<file path="src/rtl/vic_irq_prio.sv">
// Vectored interrupt controller with per-source trigger modes, priority arbitration and
// nested in-service tracking so higher-priority sources can preempt a running handler.
module vic_irq_prio #(
  parameter int unsigned N_SRC  = 31,
  parameter int unsigned ADDR_W = 5,
  parameter int unsigned PRIO_W = 2
) (
  input  logic                     i_clk,
  input  logic                     i_rst,
  input  logic                     i_en,
  input  logic [N_SRC-1:0]         i_ext,
  input  logic [4*N_SRC-1:0]       i_reg,
  input  logic [PRIO_W*N_SRC-1:0]  i_prio,
  input  logic                     i_ack,
  input  logic                     i_eoi,
  output logic                     o_IRQ,
  output logic [ADDR_W-1:0]        o_irq_addr,
  output logic [N_SRC-1:0]         o_pending,
  output logic [2**PRIO_W-1:0]     o_insvc
);

  localparam int unsigned NumLvl = 2 ** PRIO_W;

  typedef enum logic {StIdle, StAssert} state_e;

  state_e              state_q, state_d;
  logic [N_SRC-1:0]    prev_q, pend_q, pend_d, rise, fall;
  logic [NumLvl-1:0]   insvc_q, insvc_d, insvc_top;
  logic [ADDR_W-1:0]   addr_q, addr_d, win_idx;
  logic [PRIO_W-1:0]   req_prio_q, req_prio_d, win_prio;
  logic                win_valid, eligible, ack_take, latched_pend;

  assign rise     = i_ext & ~prev_q;
  assign fall     = ~i_ext & prev_q;
  assign ack_take = (state_q == StAssert) && i_ack;

  // Strict '>' keeps the lowest index on priority ties.
  always_comb begin
    win_valid = 1'b0;
    win_idx   = '0;
    win_prio  = '0;
    for (int k = 0; k < int'(N_SRC); k++) begin
      if (pend_q[k] && (!win_valid || i_prio[PRIO_W*k +: PRIO_W] > win_prio)) begin
        win_valid = 1'b1;
        win_idx   = ADDR_W'(k);
        win_prio  = i_prio[PRIO_W*k +: PRIO_W];
      end
    end
  end

  always_comb begin
    insvc_top = '0;
    for (int i = 0; i < int'(NumLvl); i++) begin
      if (insvc_q[i]) begin
        insvc_top    = '0;
        insvc_top[i] = 1'b1;
      end
    end
  end

  always_comb begin
    latched_pend = 1'b0;
    for (int k = 0; k < int'(N_SRC); k++) begin
      if (addr_q == ADDR_W'(k)) latched_pend = pend_q[k];
    end
  end

  // Eligible only if no in-service level is at or above the winner's priority.
  assign eligible = i_en && win_valid && ((insvc_q >> win_prio) == '0);

  always_comb begin
    pend_d = '0;
    for (int k = 0; k < int'(N_SRC); k++) begin
      if (!i_reg[4*k+3]) begin
        pend_d[k] = 1'b0;
      end else if (i_reg[4*k]) begin
        pend_d[k] = i_ext[k];
      end else if ((i_reg[4*k+1] && rise[k]) || (i_reg[4*k+2] && fall[k])) begin
        pend_d[k] = 1'b1;
      end else begin
        pend_d[k] = pend_q[k] && !(ack_take && (addr_q == ADDR_W'(k)));
      end
    end
  end

  always_comb begin
    insvc_d = insvc_q;
    if (i_eoi) insvc_d = insvc_q & ~insvc_top;
    if (ack_take) insvc_d[req_prio_q] = 1'b1;
  end

  always_comb begin
    state_d    = state_q;
    addr_d     = addr_q;
    req_prio_d = req_prio_q;
    unique case (state_q)
      StIdle: begin
        if (eligible) begin
          state_d    = StAssert;
          addr_d     = win_idx;
          req_prio_d = win_prio;
        end
      end
      StAssert: begin
        if (ack_take || !latched_pend || !i_en) state_d = StIdle;
      end
      default: state_d = StIdle;
    endcase
  end

  always_ff @(posedge i_clk) begin
    if (!i_rst) begin
      state_q    <= StIdle;
      prev_q     <= '0;
      pend_q     <= '0;
      insvc_q    <= '0;
      addr_q     <= '0;
      req_prio_q <= '0;
    end else begin
      state_q    <= state_d;
      prev_q     <= i_ext;
      pend_q     <= pend_d;
      insvc_q    <= insvc_d;
      addr_q     <= addr_d;
      req_prio_q <= req_prio_d;
    end
  end

  assign o_IRQ      = (state_q == StAssert);
  assign o_irq_addr = addr_q;
  assign o_pending  = pend_q;
  assign o_insvc    = insvc_q;

endmodule

</file>
<file path="config.mk">
export PLATFORM = sky130hd
export DESIGN_NAME = vic_irq_prio
export DESIGN_NICKNAME = d
export VERILOG_FILES = /design/src/rtl/vic_irq_prio.sv
export SDC_FILE = /design/constraint.sdc
export NUM_CORES = 1
export LEC_CHECK = 0
export ABC_AREA = 1
export BUFFER_PORTS_ARGS = -buffer_cell sky130_fd_sc_hd__buf_2
export CAP_MARGIN = 25
export CORE_ASPECT_RATIO = 1.5
export CORE_MARGIN = 2
export CORE_UTILIZATION = 39
export DETAILED_ROUTE_END_ITERATION = 10
export PLACE_DENSITY = 0.66
export SYNTH_ARGS = -nofsm -noshare
export SYNTH_HDL_FRONTEND = slang
export SYNTH_SLANG_ARGS = --single-unit
</file>
<file path="constraint.sdc">
create_clock -name i_clk -period 34.6 [get_ports i_clk]
set_input_delay 3.46 -clock i_clk [delete_from_list [all_inputs] [get_ports i_clk]]
set_output_delay 3.46 -clock i_clk [all_outputs]
set_load 0.05 [all_outputs]
</file>
Word level (Yosys, flattened, before mapping)
Index checks and enable logic that the tools add are counted.

word-level totals
  input port bits = 222
  bits in registers = 74
  output and inout port bits = 41
  logic and storage cells = 621

cells by class
  reductions and logical operators = 318
  muxes and demuxes = 196
  magnitude comparators = 32
  equality and inequality tests = 30
  bitwise gates (word level) = 8
  shift-type cells = 1

operator list
  cell                  count
  $logic_and A1 B1 Y1   158
  $mux W5               28
  $mux W1               129
  $eq A5 B5 Y1 const B  15
  $mux W2               32
  $reduce_and A2 Y1     32
  $logic_not A1 Y1      63
  $logic_or A1 B1 Y1    63
  $and A31 B31 Y31      2
  $not A31 Y31          2
  $gt A2 B2 Y1          30
  $eq A5 B4 Y1 const B  8
  $eq A5 B3 Y1 const B  4
  $mux W4               5
  $eq A5 B2 Y1 const B  2
  $eq A5 B1 Y1 const B  1
  $logic_not A5 Y1      1
  $and A4 B4 Y4         1
  $logic_not A4 Y1      1
  $not A4 Y4            1
  $or A4 B4 Y4          1
  $shr A4 B2 Y4         1
  $lt A2 B3 Y1 const B  1
  $demux W1 S2          1
  other kinds (3)       3

Logic depth before layout (Yosys ltp)
  word-level depth = 126
  gate-level depth with buffers = 234
  depth with buffers taken out = 234

Worst setup path after synthesis
Ideal clock, no wire load.

  path kind = input to register
  start = in i_prio[1]
  end = reg addr_q[2] (netlist: o_irq_addr[2])
  cell stages on the path = 206
  setup time = 0.117 ns
  slack = 1.896 ns
  data required time = 34.483 ns
  data arrival time = 32.587 ns
  path buffers = 1
  path through = nand2_1 -> ha_1 -> nand2_1 -> nand2_1 -> nand2_1 -> nand2_1 -> nand2_1 -> nand2_1 -> nand2_1 -> ha_1 -> inv_1 -> nor2_1 -> o21ai_1 -> nand2_1 -> nand2_2 -> nand3_1 -> and2_1 -> ha_1 -> [... 170 more ...] -> nand2_2 -> nand2_2 -> nand3_1 -> nand2_1 -> ha_1 -> inv_1 -> nor2_1 -> o21ai_0 -> nand2_1 -> nand2_1 -> inv_1 -> nand2_1 -> nand3_1 -> nand2_1 -> nand2_2 -> buf_6 -> a21oi_1 -> nor2_1

on the way
  cells in the longest elaborated chain, start to end = 125
  elaborated cells on any way between the ends = 212
  those cells by class = 30 x order compare; 1 x shift; 88 x mux; 93 x reduce/logical

RTL lines
  what                                                     line  source
  start, declared                                          13    input logic [PRIO_W*N_SRC-1:0] i_prio,
  $mux W2 *                                                43    if (pend_q[k] && (!win_valid || i_prio[PRIO_W*k +: PRIO_W] > win_prio)) begin
  $gt A2 B2 Y1                                             43
  $logic_or A1 B1 Y1                                       43
  $logic_and A1 B1 Y1                                      43
  $mux W2 / $mux W1 (equally long branches)                43
  $gt A2 B2 Y1 / $logic_not A1 Y1 (equally long branches)  43
  $logic_or A1 B1 Y1                                       43
  $logic_and A1 B1 Y1                                      43
  [... 109 more ...]                                       n/a
  $gt A2 B2 Y1 / $logic_not A1 Y1 (equally long branches)  43
  $logic_or A1 B1 Y1                                       43
  $logic_and A1 B1 Y1                                      43
  $mux W2                                                  43
  $shr A4 B2 Y4                                            69    assign eligible = i_en && win_valid && ((insvc_q >> win_prio) == '0);
  $logic_not A4 Y1                                         69
  $logic_and A1 B1 Y1                                      69
  $reduce_and A2 Y1 (no line)                              n/a
  end signal, assigned                                     124   addr_q <= addr_d;
  end, declared                                            29    logic [ADDR_W-1:0] addr_q, addr_d, win_idx;

Every way passes the cells marked *; elsewhere a longest branch is shown, timed or not.
A chain may end at the register's enable or synchronous reset.

Worst setup path after layout
  start = in i_prio[1]
  end = reg req_prio_q[0]

on the way
  cells in the longest elaborated chain, start to end = 125
  elaborated cells on any way between the ends = 185
  those cells by class = 30 x order compare; 1 x shift; 61 x mux; 93 x reduce/logical

RTL lines
  what                                                     line  source
  $mux W2 *                                                43
  $gt A2 B2 Y1                                             43
  $logic_or A1 B1 Y1                                       43
  $logic_and A1 B1 Y1                                      43
  $mux W2 / $mux W1 (equally long branches)                43
  $gt A2 B2 Y1 / $logic_not A1 Y1 (equally long branches)  43
  $logic_or A1 B1 Y1                                       43
  $logic_and A1 B1 Y1                                      43
  [... 109 more ...]                                       n/a
  $gt A2 B2 Y1 / $logic_not A1 Y1 (equally long branches)  43
  $logic_or A1 B1 Y1                                       43
  $logic_and A1 B1 Y1                                      43
  $mux W2                                                  43
  $shr A4 B2 Y4                                            69
  $logic_not A4 Y1                                         69
  $logic_and A1 B1 Y1                                      69
  $reduce_and A2 Y1 (no line)                              n/a
  end signal, assigned                                     125   req_prio_q <= req_prio_d;
  end, declared                                            30    logic [PRIO_W-1:0] req_prio_q, req_prio_d, win_prio;

Marks and branches as above.

==> flow_summary.ini <==
[setup_path]
cp.depth = 229
critical_path_required_ns = 34.85
critPathTopFamily = simple AND/OR/NAND/NOR gates
r2r-start = o_pending[0]$_SDFF_PN0_
r2r-end = req_prio_q[0]$_SDFFE_PN0P_
worst_setup_path_start_kind = input port
crit_end = req_prio_q[0]$_SDFFE_PN0P_
startpoint = i_prio[1]
reg2reg_depth = 228
crit_buf_inv = 20
cp_slowest_cell = ha_1
crit_path_end_kind = register
max_stage_delay_ns = 0.34
crit_type = in2reg
crit_path_frequent_cell = nand2_2
worst_ep_arrival_time_ns = 32.42
cp_max_fo = 7
rrSetupSlack_ns = 5.10

[yosys]
synthTopCellsByCount = nand2_1, inv_1, nor2_1, o21ai_0, nand2_2
synthArstFlopShare_pct = 0
synth_seq_cells = 74
netlist.area_leader.share_pct = 22.2
synth_cell_type_count = 33
synth_edf_count = 0
syn-cell-area_sq_um = 6670
ys.flop_type = dfxtp_1
yosys.area.top_type = dfxtp_1
ys_top_cells_by_area = dfxtp_1, nand2_1, inv_1
synth_warnings = 0
synthMostInstantiatedCell = nand2_1
synth.avg_cell_area_sq_um = 6.16
ys_seq_area_share_pct = 22.2
synth_cells = 1082
syn_nets = 1339

[floorplan]
die_area_sq_um = 18200
start_util_pct = 39.8
die_h_um = 164
io_pins = 263
row_count = 58
die_width_um = 111
core_area_sq_um = 16800

[detailed_routing]
wl_um = 21400
ant_nets = 0
viasPerCell = 5.04
dr.pass1.iters = 5
drc = 0
num_vias = 7857
wl_per_cell_um = 13.7
drt_iter0_drc = 337

[hold_path]
hold_path.class = reg2reg
holdPathStages = 2

[cts]
clockBufferDepth = 2
cts_made_buffers = 9
clkLatencyLatePin_ns = 0.35
cts_hold_buf = 0
cts.clk_slew.worst_paths_ns = 0.07
clock_sinks = 74
cts_tree = built
cts.htree.levels = 3
clock-root-buffer = clkbuf_16

[place]
gp_congestion = 0.839
hpwl_um = 17200
port_buffers = 262

[sta]
finalCriticalPeriod_ns = 32.17
relSlewSlack_pct = 27.9
fmax_mhz = 31.1
tightest_slew_ns = 1.07
slew_violations = 0
hold_viol_final = 0
setup_viol = 0
finClkSkew_ns = 0.00981
min_period_over_period_pct = 93.0
tns_ns = 0
timing.hold.ws_ns = 0.506

[global_route]
grt_pass1_vias = 7324
grtUsageTotal_pct = 22.3
grt_first_pass_wirelength_um = 33100
antenna_found_initial = 1
overflow = 0
grt_max_degree = 72

[job]
drv_cap = 0

[pwr]
p_sw_uw = 162
internal-power_uw = 213
p_comb_share_pct = 49.4
p_clk_share_pct = 24.8
seq_power_share_pct = 25.9
p_leak_nw = 4.82
vdd_drop_max_mv = 0.0239
power.share.switching_pct = 43.1
powerDensity_nw_per_um2 = 43.0

[layout]
multi_input_area_sq_um = 4690
fin_nets = 1601
seqCellArea_sq_um = 1480
fillers = 1737
syn_to_final_growth_pct = 30.7
drive_gt1_share_pct = 33.9

[status]
status = finished, final reports clean
==> how the worst min path moves through the flow <==
| stage | to | slack (ns) | from |
|---|---|---|---|
| after floorplan | o_insvc[2]$_SDFF_PN0_ | 0.47 | req_prio_q[1]$_SDFFE_PN0P_ |
| after global placement | o_insvc[0]$_SDFF_PN0_ | 0.49 | o_insvc[0]$_SDFF_PN0_ |
| after detailed placement | o_insvc[0]$_SDFF_PN0_ | 0.50 | o_insvc[0]$_SDFF_PN0_ |
| after CTS | o_insvc[0]$_SDFF_PN0_ | 0.51 | o_insvc[0]$_SDFF_PN0_ |
| after global routing | o_insvc[2]$_SDFF_PN0_ | 0.53 | req_prio_q[1]$_SDFFE_PN0P_ |
| final | o_insvc[0]$_SDFF_PN0_ | 0.51 | o_insvc[0]$_SDFF_PN0_ |
==> sequential cells by signal, indices dropped and copies added (netlist names) <==
signal and flops:
o_IRQ 1, o_insvc 4, o_irq_addr 5, o_pending 31, prev_q 31, req_prio_q 2
==> through the flow <==
step	instance area [sq um]	instances	utilization, %	power, mW	setup WS (ns)
after floorplan	6670	1082	-	0.227	1.90
after global placement	8190	1540	48.9	0.268	-0.656
after detailed placement	8190	1540	48.9	0.271	-1.11
after CTS	8480	1556	50.6	0.365	0.0303
after global routing	8710	1560	52.0	0.405	-0.231
final	8710	1560	52.0	0.375	2.43
==> worst reg2reg max path: cells and delay by family (launching register included) <==
kind            cells  cell delay, ns
compound gates     51            5.54
fa+ha+maj          30            8.53
buf+inv            19            1.24
flops               1            0.45
simple gates      128           13.62
==> repair_timing <==
action                                  4_1_cts  5_1_grt
setup buffers                                 0        2
resized for setup                            10       83
pin swaps                                     0        3
endpoints found under the setup margin        8        8
cloned                                        0        1
==> cells by family after synthesis <==
family          Yosys count  share of synthesized area (%)
compound gates          194                           16.3
buf+inv                 190                           10.9
flops                    74                           22.2
fa+ha+maj                35                           6.57
simple gates            589                           44.0
==> placed cells by master, fill, tap and decap left out, drive strengths merged <==
cell type	Yosys	final
a21boi	1	1
a21oi	43	43
a221oi	1	1
a31oi	29	29
a32oi	8	8
and2	2	2
and3	9	9
buf	4	266
clkbuf	12	9
clkinv	0	1
clkinvlp	0	3
dfxtp	74	74
diode	0	1
ha	35	35
inv	174	177
nand2	294	295
nand3	100	100
nand3b	48	48
nand4	1	1
nor2	107	107
nor3	14	14
nor4	4	4
o2111ai	2	2
o211ai	3	3
o21ai	90	90
o22ai	11	11
o31ai	4	4
o32ai	2	2
or2	10	10
==> layer usage <==
metal	up-vias	wire length [um]	global-route usage [%]	share of wire [%]
met1	3518	8310	23.7	39
met4	0	371	7.16	1.7
met2	208	11700	44.5	55
li1	4107	-	-	-
met5	-	0	0	0
met3	24	1050	3.51	4.9
==> power groups by stage <==
stage	Sequential [mW]	Combinational (mW)	Clock, mW
floorplan	0.107	0.120	0
global placement	0.0987	0.169	0
detailed placement	0.0988	0.172	0
CTS	0.0969	0.173	0.0953
global route	0.0978	0.209	0.0981
finish	0.0970	0.185	0.0929
==> final cells by class <==
cell class / instances / share of cell area [%]
diodes: 1 / 0.0287
clock buffers: 9 / 2.58
clock inverters: 7 / 0.689
inverters: 174 / 7.49
multi-input cells: 819 / 53.8
flip-flops and latches: 74 / 17.0
well taps: 210 / 3.02
repair buffers: 266 / 15.4
Note: power is estimated with default switching activity, not from simulation.
